===== src/rtl/if_fetch_queue.sv =====
// ---------------------------------------------------------------------------
// if_fetch_queue
//
// Instruction-fetch front end: holds the fetch PC, accepts words returned by
// the memory controller into a small circular queue, and presents the queue
// head to decode. A branch redirect from execute flushes the queue, reloads
// the PC and pulses branch_interception_o so the memory controller can abort
// whatever fetch it has in flight.
//
// Parameters
//   DEPTH     queue entries (power of two, >= 2)
//   RESET_PC  fetch address after reset
//
// Ports
//   clk                    clock, all state updates on rising edge
//   rst                    synchronous active-high reset
//   inst_available_i       one-cycle pulse: returned word valid
//   inst_i                 returned instruction word
//   inst_addr_i            address the returned word was fetched from
//   branch_flag_i          redirect request from execute
//   branch_target_i        redirect address
//   id_stall_i             decode cannot accept this cycle
//   inst_addr_o            fetch request address (current PC)
//   ifid_stall_o           memory controller must not start a new fetch
//   branch_interception_o  one-cycle pulse after each redirect
//   id_valid_o             queue head valid
//   id_inst_o              queue head instruction (0 when empty)
//   id_pc_o                queue head address (0 when empty)
// ---------------------------------------------------------------------------
module if_fetch_queue #(
    parameter int          DEPTH    = 4,
    parameter logic [31:0] RESET_PC = 32'h0
) (
    input  logic        clk,
    input  logic        rst,
    input  logic        inst_available_i,
    input  logic [31:0] inst_i,
    input  logic [31:0] inst_addr_i,
    input  logic        branch_flag_i,
    input  logic [31:0] branch_target_i,
    input  logic        id_stall_i,
    output logic [31:0] inst_addr_o,
    output logic        ifid_stall_o,
    output logic        branch_interception_o,
    output logic        id_valid_o,
    output logic [31:0] id_inst_o,
    output logic [31:0] id_pc_o
);

    localparam int PTR_W = (DEPTH > 1) ? $clog2(DEPTH) : 1;
    // One extra bit so the count can represent a completely full queue.
    localparam int CNT_W = PTR_W + 1;

    // -----------------------------------------------------------------------
    // State
    // -----------------------------------------------------------------------
    logic [31:0]      pc_q, pc_d;
    logic [CNT_W-1:0] count_q, count_d;
    logic [PTR_W-1:0] head_q, head_d;
    logic [PTR_W-1:0] tail_q, tail_d;
    logic             branch_int_q, branch_int_d;

    // Queue storage; contents are never reset, the count alone says what is
    // meaningful.
    logic [31:0] pc_mem   [DEPTH];
    logic [31:0] inst_mem [DEPTH];

    // -----------------------------------------------------------------------
    // Push / pop qualification
    // -----------------------------------------------------------------------
    logic queue_full;
    logic queue_empty;
    logic addr_match;
    logic push_en;
    logic pop_en;

    always_comb begin
        queue_full  = (count_q == CNT_W'(DEPTH));
        queue_empty = (count_q == '0);
        // A word fetched from any address other than the current PC belongs
        // to a fetch stream that has since been abandoned (redirect, or a
        // refetch after a full-queue drop) and is silently discarded.
        addr_match  = (inst_addr_i == pc_q);
        push_en     = inst_available_i && addr_match && !queue_full && !branch_flag_i;
        pop_en      = !queue_empty && !id_stall_i && !branch_flag_i;
    end

    // -----------------------------------------------------------------------
    // Next-state logic
    // -----------------------------------------------------------------------
    always_comb begin
        pc_d         = pc_q;
        count_d      = count_q;
        head_d       = head_q;
        tail_d       = tail_q;
        branch_int_d = 1'b0;

        if (branch_flag_i) begin
            // Redirect flushes everything; a word returning in the same cycle
            // is from the old stream and is dropped along with the queue.
            pc_d         = branch_target_i;
            count_d      = '0;
            head_d       = '0;
            tail_d       = '0;
            branch_int_d = 1'b1;
        end else begin
            if (push_en) begin
                // Plain 32-bit add: the PC wraps from 0xFFFFFFFC to 0.
                pc_d   = pc_q + 32'd4;
                tail_d = tail_q + PTR_W'(1);
            end
            if (pop_en) begin
                head_d = head_q + PTR_W'(1);
            end
            case ({push_en, pop_en})
                2'b10:   count_d = count_q + CNT_W'(1);
                2'b01:   count_d = count_q - CNT_W'(1);
                default: count_d = count_q;
            endcase
        end
    end

    // -----------------------------------------------------------------------
    // Registers
    // -----------------------------------------------------------------------
    always_ff @(posedge clk) begin
        if (rst) begin
            pc_q         <= RESET_PC;
            count_q      <= '0;
            head_q       <= '0;
            tail_q       <= '0;
            branch_int_q <= 1'b0;
        end else begin
            pc_q         <= pc_d;
            count_q      <= count_d;
            head_q       <= head_d;
            tail_q       <= tail_d;
            branch_int_q <= branch_int_d;
        end
    end

    // Storage write is gated by push_en, which already excludes redirects;
    // reset need not block it since the count is cleared anyway.
    always_ff @(posedge clk) begin
        if (push_en) begin
            pc_mem[tail_q]   <= inst_addr_i;
            inst_mem[tail_q] <= inst_i;
        end
    end

    // -----------------------------------------------------------------------
    // Outputs
    // -----------------------------------------------------------------------
    always_comb begin
        inst_addr_o           = pc_q;
        // Throttle one entry early so a fetch already issued still has room.
        ifid_stall_o          = (count_q >= CNT_W'(DEPTH - 1));
        branch_interception_o = branch_int_q;
        id_valid_o            = !queue_empty;
        id_inst_o             = '0;
        id_pc_o               = '0;
        if (!queue_empty) begin
            id_inst_o = inst_mem[head_q];
            id_pc_o   = pc_mem[head_q];
        end
    end

endmodule


===== config.mk =====
export PLATFORM = sky130hd
export DESIGN_NAME = if_fetch_queue
export DESIGN_NICKNAME = d
export VERILOG_FILES = /design/src/rtl/if_fetch_queue.sv
export SDC_FILE = /design/constraint.sdc
export NUM_CORES = 1
export LEC_CHECK = 0
export BUFFER_PORTS_ARGS = -buffer_cell sky130_fd_sc_hd__buf_4
export CAP_MARGIN = 20
export CORE_UTILIZATION = 56
export CTS_CLUSTER_DIAMETER = 30
export DETAILED_ROUTE_END_ITERATION = 10
export PLACE_DENSITY_LB_ADDON = 0.12
export SYNTH_ARGS = -nofsm -noshare
export SYNTH_HDL_FRONTEND = slang
export SYNTH_SLANG_ARGS = --single-unit

===== constraint.sdc =====
create_clock -name clk -period 5.3 [get_ports clk]
set_clock_uncertainty 0.2 [all_clocks]
set_input_delay 0.795 -clock clk [delete_from_list [all_inputs] [get_ports clk]]
set_output_delay 0.795 -clock clk [all_outputs]
set_load 0.1 [all_outputs]

==> key figures, run 1 <==
Global route
  – First-pass GRT wire length: 42500 µm
  – Vias in the first global route: 7582
  – Global Route Usage Sum: 25.4%
  – Total grt overflow: 0
  – Antenna violations before repair: 0
  – Largest net degree at the start of global routing: between 60 and 70

Route
  – Vias per cell: 5.91
  – Antenna viol nets, final: 0
  – DR vias: 7493
  – Drt drc: 0
  – Iteration-0 DRC Markers: 533
  – Drt pass-1 iters: 5
  – Routed length per placed instance: 22.2 µm
  – WL final: 28100 µm

Synth
  – Post-synthesis sequential area ratio: 68.9%
  – Post-synth EDFFs: 256
  – Async S/R FF share, synth: 0%
  – Syn Nets: 845
  – Synthesized area: between 10000 and 15000 µm²
  – Synth Instances: 737
  – Post-synth cell types: 55
  – YS warnings: 0
  – Top FF cell, synth: edfxtp_1
  – Syn_area_per_cell: 16.8 µm²
  – FF+latch count, synth: just under 300

Critical path
  – Flop-to-flop setup slack: between 1.5 and 2 ns
  – Slowest stage delay, CP: between 0.8 and 0.9 ns
  – CP arrival: ~2.8 ns
  – Reg2reg path depth: 6
  – R2R Path End: pc_mem[2][11]$_DFFE_PP_
  – Master of the slowest instance on the critical path: dfxtp_4
  – Crit Path Max Fanout: 35
  – Startpoint types: flip-flop
  – CP top delay family: flip-flops
  – Critical path depth: 4
  – Required @ worst endpoint: 4.30 ns
  – Buf/Inv on CP: 2
  – Crit Path Class: reg -> out
  – CP endpoint: id_inst_o[21]
  – Most frequent CP cell: buf_4
  – Worst r2r src: inst_addr_o[20]$_SDFFE_PP0N_
  – Critical Path End Type: output pin
  – Critical path cell sequence: buf_4 -> mux4_2 -> and2_1 -> buf_4

Finish
  – Fill cells: 1407
  – Final non-filler cell total: 1267
  – Final nets: 1057
  – Layout area overhead: 26.8%
  – FF+latch area: between 8000 and 9000 µm²
  – Diodes inserted: 0
  – Share of layout cells above drive strength 1: 37.3%
  – Multi-input combinational cell area: around 3600 µm²

Pwr
  – P per Cell Area: 374 nW/µm²
  – Peak VDD IR: 0.281 mV
  – Static Leak: 5.51 nW

Clock tree
  – Clock Path Buffers: 3
  – CTS tree: built
  – Clk Latency, worst-skew pair: 0.53 ns
  – H-tree depth: 2
  – CTS clk-pin slew, worst paths: 0.06 ns
  – Clock buffer count from CTS: 47
  – TritonCTS Sinks: 298
  – Post-CTS sizing: 0
  – Postcts setup bufs: 0
  – Cell at the root of the clock tree: clkbuf_16
  – # hold bufs at CTS: 0

Timing
  – Final hold vios: 0
  – Worst-Margin Slew: 1.04 ns
  – Final worst setup slack: 1.48 ns
  – Max-slew headroom: roughly 30%
  – Fin Setup TNS: 0 ns
  – Unrepaired setup endpoints after global routing: no
  – Final worst-path cycle share: 72.0%
  – Achievable frequency: about 260 MHz
  – Fin crit period: 3.82 ns
  – Setup violators final: 0
  – Fin. max-slew vios: 0

Die
  – Die height: 151 µm
  – Row Count: 54
  – Initial Util: 56.9%
  – Die Wd: 151 µm
  – Boundary Pins: 200
  – Die area: approximately 23000 µm²
  – CORE AREA: about 22000 µm²

Placement
  – Post-DP HPWL: 17400 µm
  – Number of instances in the placed design: 1179
  – Port bufs: between 150 and 200
  – GPL Wtd Cong: 0.856
  – Post-Place Setup Slack: 1.20 ns

Run
  – Max cap viols: 0

Worst hold path
  – Hold WC Path Type: in -> reg

Outcome
  – Status: finished, final reports clean
registers in the layout, summed over array words and instances (netlist names), named ones only:
signal,flops
tail_q,2
pc_mem,128
count_q,3
inst_addr_o,32
head_q,2
inst_mem,128
branch_interception_o,1
where the power goes:
part	total [mW]	leakage, nW	internal (mW)	switching [mW]
Combinational	0.338	2.10	0.108	0.229
Sequential	2.60	2.65	2.56	0.0384
Clock	2.93	0.764	1.83	1.10
metrics by stage:
step / area, µm² / power, mW / utilization, % / hold slack [ns]
floorplan: 12400 / 2.83 / - / 0.269
detailed placement: 14100 / 2.98 / 64.8 / 0.301
finish: 15700 / 5.87 / 72.1 / 0.267
global placement: 14100 / 2.97 / 64.8 / 0.280
CTS: 15700 / 5.90 / 72.0 / 0.249
global route: 15700 / 6.02 / 72.1 / 0.256
worst reg2reg max path, stage by stage (launching register included):
cell and delay (ns):
dfxtp_1 0.51, xor2_1 0.12, nor4_1 0.51, nand4_1 0.15, buf_4 0.23, nor4_1 0.62, and2_4 0.96
area by class of cell:
class	instances	area share (%)
clock inverters	36	2.03
multi-input cells	386	23.2
inverters	12	0.287
clock buffers	51	7.93
well taps	280	2.23
flip-flops and latches	298	54.4
repair buffers	204	9.85
how the worst min path moves through the flow:
stage	slack, ns	end	startpoint	depth (start not counted)
after floorplan	0.27	tail_q[1]$_SDFFE_PP0P_	tail_q[1]$_SDFFE_PP0P_	2
after global placement	0.28	tail_q[1]$_SDFFE_PP0P_	tail_q[1]$_SDFFE_PP0P_	2
after detailed placement	0.30	tail_q[1]$_SDFFE_PP0P_	tail_q[1]$_SDFFE_PP0P_	2
after CTS	0.25	inst_mem[0][1]$_DFFE_PP_	inst_i[1]	1
after global routing	0.26	inst_mem[3][2]$_DFFE_PP_	inst_i[2]	1
final	0.27	inst_mem[0][24]$_DFFE_PP_	inst_i[24]	1
kinds of logic (layout without fill, tap and decap cells):
logic type / count (synthesis) / after routing / synth area share, %
flip-flops: 298 / 298 / 68.9
AND/OR/NAND/NOR: 213 / 213 / 10.1
multiplexers: 71 / 71 / 12.2
buffers and inverters: 53 / 303 / 1.68
AO/OA/AOI/OAI: 52 / 52 / 3.22
XOR/XNOR: 43 / 43 / 3.04
adder cells (fa/ha/maj): 7 / 7 / 0.769
synthesized netlist by cell type (all sizes together) (3+ instances only):
library cell,n,share of area [%]
clkbuf,32,0.97
a21oi,5,0.20
xnor2,23,1.6
a22oi,4,0.24
and4,6,0.42
mux2i,6,0.49
nand3,11,0.45
nor2b,4,0.20
dfxtp,42,6.8
o21ai,5,0.20
nand2,29,0.88
or4,7,0.46
a311oi,10,0.71
nor3,7,0.32
nand3b,3,0.18
and2,70,3.5
nor4,16,0.98
a211oi,7,0.42
inv,12,0.36
a2111oi,4,0.28
or4b,3,0.24
mux4,64,12
buf,9,0.34
edfxtp,256,62
and3,4,0.20
xor2,20,1.4
nor2,29,0.88
nand4,6,0.30
nor3b,4,0.24
ha,6,0.61
or3,9,0.46
cell usage in the layout, fill, tap and decap left out, types with 5 or more instances in the layout:
cell	netlist	final
ha_1	6	6
a21oi_1	5	5
nand2_1	29	29
nor3_1	6	6
clkinv_4	0	7
a211oi_1	7	7
and2_1	70	66
clkbuf_16	0	49
clkinvlp_4	0	5
or3_1	9	8
o21ai_0	5	5
mux2i_1	6	6
nand3_1	11	11
buf_4	0	203
nor4_1	14	14
and4_1	6	6
mux4_2	64	64
clkinv_2	0	10
edfxtp_1	256	256
xor2_1	20	20
nor2_1	29	29
or4_1	6	6
nand4_1	6	6
dfxtp_1	42	40
a311oi_1	10	10
inv_6	0	6
inv_1	12	12
xnor2_1	23	23
per-layer routing:
metal / global-route usage, % / wire [µm] / vias to the layer above
li1: - / - / 3342
met1: 34.7 / 11400 / 3762
met2: 42.2 / 14100 / 336
met3: 4.18 / 2000 / 53
met4: 7.55 / 648 / 0
met5: 0 / 0 / -
(Power assumes the default switching activity.)
==> run 2: changes to the inputs <==
--- a/config.mk
+++ b/config.mk
@@ -5,9 +5,10 @@
 export SDC_FILE = /design/constraint.sdc
 export NUM_CORES = 1
 export LEC_CHECK = 0
+export ABC_AREA = 1
 export BUFFER_PORTS_ARGS = -buffer_cell sky130_fd_sc_hd__buf_4
 export CAP_MARGIN = 20
-export CORE_UTILIZATION = 56
+export CORE_UTILIZATION = 52
 export CTS_CLUSTER_DIAMETER = 30
 export DETAILED_ROUTE_END_ITERATION = 10
 export PLACE_DENSITY_LB_ADDON = 0.12
==> constraint.sdc (replaced) <==
create_clock -name clk -period 3.2 [get_ports clk]
set_clock_uncertainty 0.2 [all_clocks]
set_input_delay 0.48 -clock clk [delete_from_list [all_inputs] [get_ports clk]]
set_output_delay 0.48 -clock clk [all_outputs]
set_load 0.1 [all_outputs]
==> run 2 against run 1 <==
Flip-flop and latch count is the same. Utilization shrank 0.21 points. Synthesized cell count grew 97%. Final cell count grew 66%. Clock power grew 87%. Critical path type unchanged. Largest cell class unchanged.
==> key figures, run 2 <==
Global route
  – Total grt overflow: 0
  – First-pass GRT wire length: 56100 µm
  – Largest net degree at the start of global routing: between 80 and 90
  – Vias in the first global route: 10900
  – Antenna violations before repair: 0
  – Global Route Usage Sum: between 20 and 30%

Die
  – Die height: 164 µm
  – CORE AREA: 25400 µm²
  – Initial Util: 53.4%
  – Die Wd: 164 µm
  – Boundary Pins: 200
  – Row Count: 58
  – Die area: about 27000 µm²

Route
  – Drt pass-1 iters: 5
  – Antenna viol nets, final: 0
  – Iteration-0 DRC Markers: around 890
  – Routed length per placed instance: 17.5 µm
  – DR vias: 11200
  – WL final: between 30000 and 40000 µm
  – Vias per cell: roughly 5.3
  – Drt drc: 0

Clock tree
  – H-tree depth: 2
  – Clock Path Buffers: 3
  – Clk Latency, worst-skew pair: roughly 0.56 ns
  – # hold bufs at CTS: 67
  – CTS clk-pin slew, worst paths: 0.06 ns
  – Clock buffer count from CTS: 54
  – Cell at the root of the clock tree: clkbuf_16
  – Post-CTS sizing: 0
  – CTS tree: built
  – TritonCTS Sinks: 298
  – Postcts setup bufs: 0

Synth
  – Async S/R FF share, synth: 0%
  – Synth area leader: edfxtp_1
  – Syn_area_per_cell: 9.36 µm²
  – FF+latch count, synth: 298
  – Post-synth EDFFs: 256
  – Most frequent cell after synthesis: nor2_1
  – Synthesized area: 13600 µm²
  – Top FF cell, synth: edfxtp_1
  – Post-synthesis sequential area ratio: 62.8%
  – Synth top area share: 56.7%
  – YS warnings: 0
  – Synth Instances: roughly 1500
  – Post-synth cell types: 34
  – Synth area leaders: edfxtp_1 57%, nor2_1 9.6%, nand2_1 8.2%
  – Syn Nets: 1558
  – Most frequent cells after synthesis: 348 x nor2_1, 295 x nand2_1, 256 x edfxtp_1

Worst hold path
  – Worst Hold Path Cells: 5
  – Hold WC Path Type: in -> reg
  – Hold path endpoint: inst_addr_o[3]$_SDFFE_PP0N_
  – Hold Startpoint: branch_target_i[3]

Finish
  – Layout area overhead: 34.5%
  – Commonest non-fill, non-tap cell in the layout: nor2_1
  – Post-route cell area: 18300 µm²
  – Share of layout cells above drive strength 1: 24.9%
  – Diodes inserted: 0
  – Multi-input combinational cell area: 4670 µm²
  – Commonest cells after routing, fill and taps aside: 344 x nor2_1, 294 x nand2_1, 256 x edfxtp_1
  – Final nets: between 1500 and 2000
  – Fill cells: 1868
  – FF+latch area: 8630 µm²

Timing
  – Final worst-path cycle share: between 90% and 100%
  – Hold slack: 0.0678 ns
  – Unrepaired setup endpoints after global routing: no
  – Worst-Margin Slew: 0.883 ns
  – Fin Setup TNS: 0 ns
  – Achievable frequency: 330 MHz
  – Setup violators final: 0
  – Fin crit period: 3.03 ns
  – Fin. max-slew vios: 0
  – Final hold vios: 0
  – Max-slew headroom: 41.1%

Pwr
  – Static Leak: about 7.0 nW
  – Total power: 10.4 mW
  – Peak VDD IR: 0.423 mV
  – P per Cell Area: 567 nW/µm²

Critical path
  – Flop-to-flop setup slack: about 0.43 ns
  – Startpoint types: flip-flop
  – Critical path cell sequence: buf_4 -> nor2_1 -> nor2_1 -> o21ai_0 -> a21oi_2 -> buf_4
  – Critical Path End Type: output pin
  – Worst r2r src: inst_addr_o[8]$_SDFFE_PP0N_
  – Reg2reg path depth: 14
  – Required @ worst endpoint: 2.52 ns
  – Crit Path Max Fanout: 32
  – CP arrival: 2.35 ns
  – Master of the slowest instance on the critical path: dfxtp_4
  – Crit Path Class: reg -> out
  – Slowest stage delay, CP: 0.51 ns
  – R2R Path End: count_q[1]$_SDFFE_PP0P_

Placement
  – GPL Wtd Cong: 0.934
  – Post-DP HPWL: 22700 µm
  – Port bufs: 199
  – Area after DPL: about 16000 µm²

Outcome
  – Status: finished, final reports clean

Run
  – Max cap viols: 0
==> run 2: worst max-delay path by stage <==
stage / from / to / slack [ns] / cells past startpoint
floorplan: inst_addr_o[6]$_SDFFE_PP0N_ / inst_mem[0][0]$_DFFE_PP_ / 0.03 / 11
global placement: inst_addr_i[8] / count_q[1]$_SDFFE_PP0P_ / 0.26 / 15
detailed placement: inst_addr_i[8] / count_q[1]$_SDFFE_PP0P_ / 0.20 / 15
CTS: flip-flop / id_pc_o[19] / 0.14 / 6
global route: flip-flop / id_pc_o[19] / 0.007 / 6
finish: flip-flop / id_pc_o[19] / 0.17 / 6
==> run 2: power breakdown <==
part	switching, mW	internal, mW
Clock	1.98	3.50
Combinational	0.379	0.228
Sequential	0.0437	4.23
Total	2.40	7.96
==> run 2: cell families after synthesis <==
kind of cell,count (synthesis),synth area share (%)
AOI/OAI and AO/OA,246,9.17
xor gates and xnor gates,20,1.29
adders and majority gates,7,0.701
buffers and inverters,159,4.81
DFF,298,62.8
muxes,1,0.0738
and+or+nand+nor,719,21.1
==> run 2: cell type report <==
| type | instances | area share [%] |
|---|---|---|
| clock inverter | 43 | 2.23 |
| inverter | 92 | 1.90 |
| tap | 330 | 2.26 |
| sequential | 298 | 47.2 |
| multi-input combinational | 993 | 25.6 |
| timing repair buffer | 287 | 13.2 |
| clock buffer | 58 | 7.60 |
==> run 2: per-stage QoR <==
step	instances	worst slack, ns	util [%]
after floorplan	1450	0.0294	-
after CTS	2101	0.142	71.9
after global placement	1933	0.264	62.2
after global routing	2101	0.00720	71.9
after detailed placement	1933	0.205	62.2
final	2101	0.172	71.9
==> run 2: critical path: cells and delay by family, from the launching register on <==
family          cells  cell delay [ns]
buf+inv             2             0.72
compound gates      2             0.38
simple gates        2             0.18
flops               1             0.51
==> run 2: layer usage <==
layer  part of all wire (%)  vias up  global-route usage [%]
met3                    7.0       70                    4.47
li1                       -     5410                       -
met1                     41     5202                    34.6
met5                      0        -                       0
met4                    3.1        0                    11.1
met2                     49      468                    47.1
